### src/rtl/instr_fetch.sv
// Mini TPU instruction front-end: pairs bytes into 16-bit words, queues them, issues one per cycle.
// Optional FETCH_FLUSH_EN adds a synchronous flush input that clears all queued state.
module instr_fetch #(
  parameter int DEPTH      = 4,
  parameter int RUN_CYCLES = 8
) (
  input  logic                   clk,
  input  logic                   rst_n,
  input  logic [7:0]             byte_in,
  input  logic                   byte_valid,
  output logic                   byte_ready,
  output logic [15:0]            instruction,
  output logic                   instr_valid,
  output logic                   busy,
  output logic [$clog2(DEPTH):0] fifo_count
`ifdef FETCH_FLUSH_EN
  ,
  input  logic                   flush
`endif
);

  localparam int          AW        = $clog2(DEPTH);
  localparam int          CW        = (RUN_CYCLES < 1) ? 1 : $clog2(RUN_CYCLES + 1);
  localparam logic [15:0] STOP_WORD = 16'h4000;

  logic          phase_q, phase_d;
  logic [7:0]    hi_byte_q, hi_byte_d;
  logic [AW-1:0] wr_ptr_q, wr_ptr_d;
  logic [AW-1:0] rd_ptr_q, rd_ptr_d;
  logic [AW:0]   count_q, count_d;
  logic [CW-1:0] busy_cnt_q, busy_cnt_d;
  logic [15:0]   instr_q, instr_d;
  logic          instr_valid_q, instr_valid_d;
  logic [15:0]   mem_q [DEPTH];
  logic          flush_i;
  logic          accept, push, pop;
  logic [15:0]   head;

`ifdef FETCH_FLUSH_EN
  assign flush_i = flush;
`else
  assign flush_i = 1'b0;
`endif

  assign head = mem_q[rd_ptr_q];

  always_comb begin
    // Only registered state feeds byte_ready, so a same-cycle pop never frees a slot for the low byte.
    byte_ready    = !(phase_q && (count_q == (AW + 1)'(DEPTH)));
    accept        = byte_valid && byte_ready && !flush_i;
    push          = accept && phase_q;
    pop           = (count_q != '0) && (busy_cnt_q == '0) && !flush_i;

    phase_d       = phase_q;
    hi_byte_d     = hi_byte_q;
    wr_ptr_d      = wr_ptr_q;
    rd_ptr_d      = rd_ptr_q;
    count_d       = count_q;
    busy_cnt_d    = busy_cnt_q;
    instr_d       = instr_q;
    instr_valid_d = 1'b0;

    if (accept) begin
      phase_d = !phase_q;
      if (!phase_q) hi_byte_d = byte_in;
    end
    if (push) wr_ptr_d = wr_ptr_q + 1'b1;

    if (pop) begin
      rd_ptr_d      = rd_ptr_q + 1'b1;
      instr_d       = head;
      instr_valid_d = 1'b1;
      busy_cnt_d    = (head[15:14] == 2'b00) ? CW'(RUN_CYCLES) : '0;
    end else if (busy_cnt_q != '0) begin
      busy_cnt_d = busy_cnt_q - 1'b1;
    end

    unique case ({push, pop})
      2'b10:   count_d = count_q + 1'b1;
      2'b01:   count_d = count_q - 1'b1;
      default: count_d = count_q;
    endcase

    if (flush_i) begin
      phase_d       = 1'b0;
      wr_ptr_d      = '0;
      rd_ptr_d      = '0;
      count_d       = '0;
      busy_cnt_d    = '0;
      instr_d       = STOP_WORD;
      instr_valid_d = 1'b0;
    end
  end

  always_ff @(posedge clk or negedge rst_n) begin
    if (!rst_n) begin
      phase_q       <= 1'b0;
      hi_byte_q     <= '0;
      wr_ptr_q      <= '0;
      rd_ptr_q      <= '0;
      count_q       <= '0;
      busy_cnt_q    <= '0;
      instr_q       <= STOP_WORD;
      instr_valid_q <= 1'b0;
    end else begin
      phase_q       <= phase_d;
      hi_byte_q     <= hi_byte_d;
      wr_ptr_q      <= wr_ptr_d;
      rd_ptr_q      <= rd_ptr_d;
      count_q       <= count_d;
      busy_cnt_q    <= busy_cnt_d;
      instr_q       <= instr_d;
      instr_valid_q <= instr_valid_d;
    end
  end

  // Storage is deliberately left unreset; entries are only read after being written.
  always_ff @(posedge clk) begin
    if (push) mem_q[wr_ptr_q] <= {hi_byte_q, byte_in};
  end

  assign instruction = instr_q;
  assign instr_valid = instr_valid_q;
  assign busy        = (busy_cnt_q != '0);
  assign fifo_count  = count_q;

endmodule

### config.mk
export PLATFORM = sky130hd
export DESIGN_NAME = instr_fetch
export DESIGN_NICKNAME = d
export VERILOG_FILES = /design/src/rtl/instr_fetch.sv
export SDC_FILE = /design/constraint.sdc
export NUM_CORES = 1
export LEC_CHECK = 0
export BUFFER_PORTS_ARGS = -buffer_cell sky130_fd_sc_hd__buf_4
export CAP_MARGIN = 20
export CORE_MARGIN = 2
export CORE_UTILIZATION = 26
export CTS_CLUSTER_DIAMETER = 50
export DETAILED_ROUTE_END_ITERATION = 16
export PLACE_DENSITY = 0.38
export SLEW_MARGIN = 0
export SYNTH_ARGS = -nofsm -noshare
export SYNTH_HDL_FRONTEND = slang
export SYNTH_SLANG_ARGS = --single-unit
### constraint.sdc
create_clock -name clk -period 4.34 [get_ports clk]
set_input_delay 0.868 -clock clk [delete_from_list [all_inputs] [get_ports clk]]
set_output_delay 0.868 -clock clk [all_outputs]
set_load 0.05 [all_outputs]
* Word level (Yosys, flattened, before mapping)
Memory sizes are Yosys's and may differ from the RTL's.
Index checks and enable logic that the tools add are counted.
** Cells by class
- Add/sub/neg operators :: 5
- Equality and inequality tests :: 3
- Multiplexer cells :: 7
- Bitwise gates (word level) :: 1
- Reductions and logical operators :: 13
** Operator list (count)
- 2-to-1 mux 4 bit :: 3
- one-hot mux 3 bit (2 select lines) :: 1
- adder 2 x 1 -> 2 bit (second input constant) :: 2
- logical AND 1 bit :: 4
- zero test 4 bit :: 1
- nonzero test 2 bit :: 2
- nonzero test 4 bit :: 1
- subtractor 4 x 1 -> 4 bit (second input constant) :: 1
- adder 3 x 1 -> 3 bit (second input constant) :: 1
- == test 3 bit (second input constant) :: 1
- 2-to-1 mux 1 bit :: 3
- nonzero test 3 bit :: 1
- subtractor 3 x 1 -> 3 bit (second input constant) :: 1
- == test 2 x 1 -> 1 bit (second input constant) :: 1
- == test 2 bit (second input constant) :: 1
- zero test 1 bit :: 2
- zero test 2 bit :: 1
- AND reduction 2 bit :: 1
- inverter 1 bit :: 1
** Storage, ports and cells
- Register bits after elaboration :: 37
- Bits in writable memories :: 64
- Bits of input ports :: 11
- Output and inout bits :: 22
- Memories kept :: 1
** Memories
- mem_q :: words 4, width 16, rd ports 1, clocked after memory_dff 0, wr ports 1, RTL line 34 : logic [15:0] mem_q [DEPTH];

* Depth between registers and ports, before layout
Gate-level depths: netlist of the first run.
- Depth in word-level cells :: 7
- Gate-level depth with buffers :: 12
- Gate-level depth less buffers :: 10

* Least setup slack after synthesis of the first run
No wires, ideal clock.
- Path type :: reg2reg
- From :: reg busy_cnt_q[0]
- To :: reg count_q[2], in the netlist fifo_count[2]
- Data arrival time :: 2.342 ns
- Data required time :: 4.258 ns
- Slack :: 1.916 ns
- Stages on the path, launching flop included :: 13
- Buffers on the path :: 2
- Period minus slack after synthesis :: 2.424 ns
- Cells stage by stage :: dfrtp_1 > inv_1 > ha_1 > nor3b_1 > and2_1 > buf_6 > buf_6 > ha_1 > inv_1 > fa_1 > xor2_1 > nor2_1 > xor2_1
** Between the ends
- Cells in the longest elaborated chain, start to end :: 4
- Elaborated cells between the ends (all ways) :: 6
- Classes of those cells :: eq/ne (2); mux (1); reduce/logical (3)
** Ends and longest elaborated chain
- start, declared :: RTL line 31 : logic [CW-1:0] busy_cnt_q, busy_cnt_d;
- start signal, assigned :: RTL line 111 : busy_cnt_q <= busy_cnt_d;
- zero test 4 bit (*) :: RTL line 52 : pop = (count_q != '0) && (busy_cnt_q == '0) && !flush_i;
- logical AND 1 bit (*) :: RTL line 52
- == test 2 x 1 -> 1 bit or == test 2 bit (tied branches) :: RTL line 78 : unique case ({push, pop})
- one-hot mux 3 bit (2 select lines) or nonzero test 2 bit (tied branches)
- end signal, assigned :: RTL line 110 : count_q <= count_d;
- end, declared :: RTL line 30 : logic [AW:0] count_q, count_d;
Every way passes the cells marked *; elsewhere a longest branch is shown, timed or not.
A chain may end at the register's enable or synchronous reset.

* Final worst setup path of the first run
- From :: reg busy_cnt_q[0]
- To :: out busy
** Between the ends
- Cells in the longest elaborated chain, start to end :: 1
** Ends and longest elaborated chain
- nonzero test 4 bit :: RTL line 124 : assign busy = (busy_cnt_q != '0);
- end, declared :: RTL line 14 : output logic busy,
No other way between the ends.

==> results of run 1 <==
-- stage by stage --
step	instances	hold WS, ns
2_1_floorplan	198	0.469
3_5_place_dp	410	0.495
5_1_grt	426	0.522
3_3_place_gp	410	0.493
6_report	426	0.511
4_1_cts	426	0.515
-- path summary, 6_finish.rpt --
path / to / slack, ns / from
min in group clk: instruction[15] / 0.51 / instruction[15]
max in group asynchronous: rd_ptr_q[0] / 3.44 / rst_n
hold reg to reg: instruction[15] / 0.51 / instruction[15]
hold / removal: instruction[4] / 0.51 / rst_n
setup / recovery: busy / 1.73 / busy_cnt_q[0]
setup reg to reg: fifo_count[2] / 1.98 / busy_cnt_q[0]
-- area by class of cell --
cell class / instances / area share
well taps: 184 / 0.0501
multi-input cells: 80 / 0.206
flip-flops and latches: 101 / 0.619
repair buffers: 35 / 0.0571
inverters: 10 / 0.00816
clock inverters: 4 / 0.00544
clock buffers: 12 / 0.0536
-- cells in the final DEF, fill, tap and decap left out, types with 2 or more instances in the layout --
cell type   count
ha_1            6
nand3_1         3
xor2_1          3
xnor2_1         3
and2_1          5
mux2_2         26
nor2_1          6
clkbuf_1        2
clkbuf_16       9
buf_4          35
edfxtp_1       64
clkinvlp_4      2
clkinv_2        2
dfrtp_1        36
inv_1          10
mux4_2         16
-- synthesized netlist by cell type --
cell	count
a21oi_1	1
a221o_1	1
and2_1	5
buf_2	2
buf_4	1
buf_6	2
clkbuf_1	2
dfrtp_1	36
dfstp_2	1
edfxtp_1	64
fa_1	1
ha_1	6
inv_1	10
mux2_2	26
mux2i_1	1
mux4_2	16
nand2_1	1
nand3_1	3
nor2_1	6
nor2b_1	1
nor3_1	1
nor3b_1	1
o21ai_0	1
o2bb2ai_1	1
or3_1	1
or3_4	1
xnor2_1	3
xor2_1	3
-- cell families (layout without fill, tap and decap cells) --
kind of cell / Yosys count / after routing / synth area share
and+or+nand+nor: 20 / 20 / 0.0280
muxes: 43 / 43 / 0.171
DFF: 101 / 101 / 0.734
adders and majority gates: 7 / 7 / 0.0245
AOI/OAI and AO/OA: 4 / 4 / 0.00741
buffers and inverters: 17 / 61 / 0.0219
xor gates and xnor gates: 6 / 6 / 0.0135
-- state kept, by name (all words and copies together), names as in the netlist --
| register | flops |
|---|---|
| wr_ptr_q | 2 |
| instruction | 16 |
| hi_byte_q | 8 |
| busy_cnt_q | 4 |
| phase_q | 1 |
| mem_q | 64 |
| instr_valid | 1 |
| fifo_count | 3 |
| rd_ptr_q | 2 |
-- worst max-delay path, delay by kind of cell, from the launching register on --
family	cells	cell delay, ns
AND/OR/NAND/NOR	1	0.41
buffers and inverters	3	0.41
adder cells (fa/ha/maj)	1	0.19
flip-flops	1	0.40
-- report_power, final --
part / switching (W) / internal [W] / total [W]
Combinational: 0.000751 / 0.000544 / 0.00130
Clock: 0.000338 / 0.000403 / 0.000741
Sequential: 0.000195 / 0.00137 / 0.00156
-- per-layer routing --
metal | up-vias | GRT usage | wire length [um]
li1 | 828 | - | -
met1 | 932 | 0.128 | 3340
met2 | 30 | 0.155 | 3430
met3 | 10 | 0.0336 | 282
met4 | 0 | 0.0446 | 138
met5 | - | 0 | 0
==> results.yml, run 1 <==
status:
  status: "finished, final reports clean"
worst_setup_path:
  path_cells: "inv_1 > ha_1 > nor3b_1 > inv_1 > buf_4"
  crit_path_max_incr_delay_ns: 0.41
  cp.required_ns: 3.47
  slowest_stage: "nor3b_1"
  ff2ff_path_depth: 10
  path_class: "reg -> out"
  crit_top_cell: "inv_1"
  cp.arrival_ns: 1.74
  crit_fanout: 4
  cp-end-kind: "output pin"
  critPathLaunchType: "flip-flop"
sta:
  fmax_mhz: 383
  worstMarginPinSlew_ns: 0.884
  drv_slew: 0
  skew_ns: 0.00810
  setup_tns_ns: 0
  setup_ws_ns: 1.73
  final-setup-viol-count: 0
  rsz0062_at_grt: "false"
  slew_headroom: 0.410
  post-route-period-util: 0.602
  hold_viol_final: 0
  fin_crit_ns: 2.61
clock_network:
  post_cts_buffers: 0
  cts.sinks: 101
  clockBufferDepth: 2
  cts_root_buf: "clkbuf_16"
  htree_levels: 3
  cts_tree: "done"
  cts_inserted_buffers: 9
  clk_pin_slew_ns: 0.07
  hold_buffers: 0
  cts_resized: 0
  clock_latency_ns: 0.34
drt:
  vias: 1800
  drt_iter0_markers: 127
  ant_nets: 0
  avgRoutedWirePerCell_um: 16.9
  vias_per_cell: 4.23
  routed_wl_um: 7190
  drc_errors: 0
  dr.pass1.iters: 3
floorplanning:
  die_w_um: 126
  core_area_sq_um: 14600
  fp-row-count: 44
  die_h_um: 126
  initial_core_util: 0.266
  io_pins: 33
  die_area_sq_um: 15900
pwr:
  power_density_nw_per_um2: 782
  p_total_w: 0.00360
  p_leak_nw: 1.68
  peakVddDrop_uv: 251
logic_synthesis:
  yosysSeqAreaShare: 0.734
  synth_area_per_cell_sq_um: 19.6
  ys_top_cells_by_area: "edfxtp_1 (50%), dfrtp_1 (23%), mux4_2 (9.3%), mux2_2 (7.5%), ha_1 (1.9%)"
  ys_ff_latch: 101
  syn-num-nets: 216
  synth_top_cell_by_area: "edfxtp_1"
  yosysUniqueCellTypes: 28
  synthCells: 198
  synth_area_sq_um: 3880
  yosysWarnings: 0
  yosys.area.top_type_share: 0.495
place:
  dpl_cell_area_sq_um: 4330
  routabilityCongestion: 0.659
  dp_hpwl_um: 4290
  port_buffers: 32
  pre_cts_ws_ns: 1.59
flow_run:
  maxCapViolations: 0
finish:
  register_area_sq_um: 2850
  layout.nets: 255
  utilization: 0.315
  antenna_cells: 0
  fillers: 1435
  drive_gt1_frac: 0.384
  multi_input_area_sq_um: 948
  fin_area_sq_um: 4600
  area_growth_pct: 18.5
global_routing:
  grt_use_total: 0.100
  antenna_found_initial: 0
  gr-total-overflow: 0
  grt_max_degree: 38
  grt_pass1_wl_um: 11700
  grt_pass1_vias: 1997
worst_hold_path:
  min_path_type: "in -> async"
No activity file was read; power rests on OpenSTA's default activity.
==> run 2: changes to the inputs <==
--- a/config.mk
+++ b/config.mk
@@ -11,7 +11,7 @@
 export CORE_UTILIZATION = 26
 export CTS_CLUSTER_DIAMETER = 50
 export DETAILED_ROUTE_END_ITERATION = 16
-export PLACE_DENSITY = 0.38
+export PLACE_DENSITY = 0.4
 export SLEW_MARGIN = 0
 export SYNTH_ARGS = -nofsm -noshare
 export SYNTH_HDL_FRONTEND = slang
==> constraint.sdc (replaced) <==
create_clock -name clk -period 2.12 [get_ports clk]
set_input_delay 0.424 -clock clk [delete_from_list [all_inputs] [get_ports clk]]
set_output_delay 0.424 -clock clk [all_outputs]
set_load 0.05 [all_outputs]
==> run 2 against run 1 <==
Compared with the run above:
- non-clock buffer count is 11 higher
- register-to-register slack got worse by 1.9 ns
- largest cell class unchanged
- clock skew down 0.00089 ns
- power is 110% higher
==> results.yml, run 2 (synthesis results as in run 1) <==
finish:
  multi_input_area_sq_um: 980
  finalNonFillerCells: 437
  fillers: 1396
  drive_gt1_frac: 0.439
  antenna_cells: 0
  top_register: "mem_q"
  layout.nets: 266
  largest_reg_flops: 64
  area_growth_pct: 21.8
  register_area_sq_um: 2850
  final_common_cell: "edfxtp_1"
  layout_common_cells: "edfxtp_1 (64), buf_4 (44), dfrtp_1 (33)"
clock_network:
  clock_latency_ns: 0.34
  cts_root_buf: "clkbuf_16"
  clockBufferDepth: 2
  cts_tree: "done"
  cts.sinks: 101
  hold_buffers: 0
  clk_pin_slew_ns: 0.06
  cts_inserted_buffers: 9
  htree_levels: 3
global_routing:
  grt_max_degree: 38
  grt_pass1_vias: 1998
  antenna_found_initial: 0
  grt_pass1_wl_um: 11700
  gr-total-overflow: 0
  grt_use_total: 0.101
drt:
  routed_wl_um: 7200
  drc_errors: 0
  dr.pass1.iters: 4
  routed.top_layer: "met4"
  ant_nets: 0
  avgRoutedWirePerCell_um: 16.5
  vias: 1865
  vias_per_cell: 4.27
  drt_iter0_markers: 73
  wl_met2_um: 3430
  wl_met1_um: 3400
  met3_length_um: 280
worst_setup_path:
  path_class: "reg -> reg"
  critPathLaunchType: "flip-flop"
  cp.required_ns: 2.38
  crit_fanout: 4
  cp.arrival_ns: 2.26
  r2r_start: "busy_cnt_q[0]"
  cp-end-kind: "flip-flop"
  critPathLaunch: "busy_cnt_q[0]"
sta:
  skew_ns: 0.00721
  rsz0062_at_grt: "false"
  slew_headroom: 0.630
  drv_slew: 0
  worstMarginPinSlew_ns: 0.554
  fin_crit_ns: 2.00
  post-route-period-util: 0.943
  hold_viol_final: 0
  setup_tns_ns: 0
  fmax_mhz: 500
  final-setup-viol-count: 0
floorplanning:
  io_pins: 33
  die_w_um: 126
  fp-row-count: 44
  die_area_sq_um: 15900
  core_area_sq_um: 14600
  die_h_um: 126
  initial_core_util: 0.266
pwr:
  combPwrFrac: 0.389
  p_leak_nw: 1.74
  internal-power_w: 0.00485
  clock_power_share: 0.196
  peakVddDrop_uv: 703
  p_total_w: 0.00752
  power_density_nw_per_um2: 1590
  netSwitchingFraction: 0.355
  power_switching_w: 0.00267
  seq_power_share: 0.415
place:
  dp_hpwl_um: 4520
  port_buffers: 32
  routabilityCongestion: 0.696
  dp_cells: 421
flow_run:
  maxCapViolations: 0
worst_hold_path:
  min_path_type: "in -> async"
status:
  status: "finished, final reports clean"
-- run 2: worst max-delay path: stages, from the launching register on --
cell,delay [ns]
dfrtp_1,0.39
inv_1,0.07
ha_2,0.19
nor3b_4,0.20
and2_4,0.18
ha_4,0.13
inv_2,0.03
fa_2,0.32
xor2_1,0.15
nor2_1,0.11
xor2_1,0.15
-- run 2: layout make-up --
type | count | share of cell area
tap | 184 | 0.0487
multi-input combinational | 80 | 0.207
sequential | 101 | 0.603
inverter | 10 | 0.00794
timing repair buffer | 46 | 0.0765
clock buffer | 10 | 0.0484
clock inverter | 6 | 0.00768
-- run 2: timing repair --
item,4_1_cts,5_1_grt
resized for setup,0,1
buffers inserted,0,0
setup endpoints to repair,0,2
-- run 2: final timing paths --
check	to	slack, ns	cells after the start
setup / recovery	fifo_count[2]	0.12	10
max in group asynchronous	fifo_count[0]	1.64	1
min in group clk	mem_q[2][4]	0.30	1
hold reg to reg	instruction[4]	0.51	1
setup reg to reg	fifo_count[2]	0.12	10
hold / removal	fifo_count[1]	0.08	1
-- run 2: stage by stage --
stage               worst slack (ns)  instance area, sq um  utilization  hold slack [ns]
global route                 0.00571                  4730        0.324            0.101
CTS                           0.0824                  4720        0.324            0.104
finish                         0.121                  4730        0.324           0.0824
detailed placement             0.105                  4460        0.306            0.474
floorplan                    -0.0847                  3920            -            0.128
global placement               0.145                  4460        0.306            0.463
-- run 2: power by group through the flow --
stage	clock network [W]	logic (W)	registers (W)
floorplan	0	0.00147	0.00377
global placement	0	0.00298	0.00316
detailed placement	0	0.00299	0.00317
CTS	0.00155	0.00300	0.00313
global route	0.00164	0.00317	0.00321
finish	0.00148	0.00292	0.00312
-- run 2: routing by layer --
layer,vias to the layer above,track usage
li1,849,-
met1,980,0.134
met2,31,0.152
met3,5,0.0391
met4,0,0.0304
met5,-,0
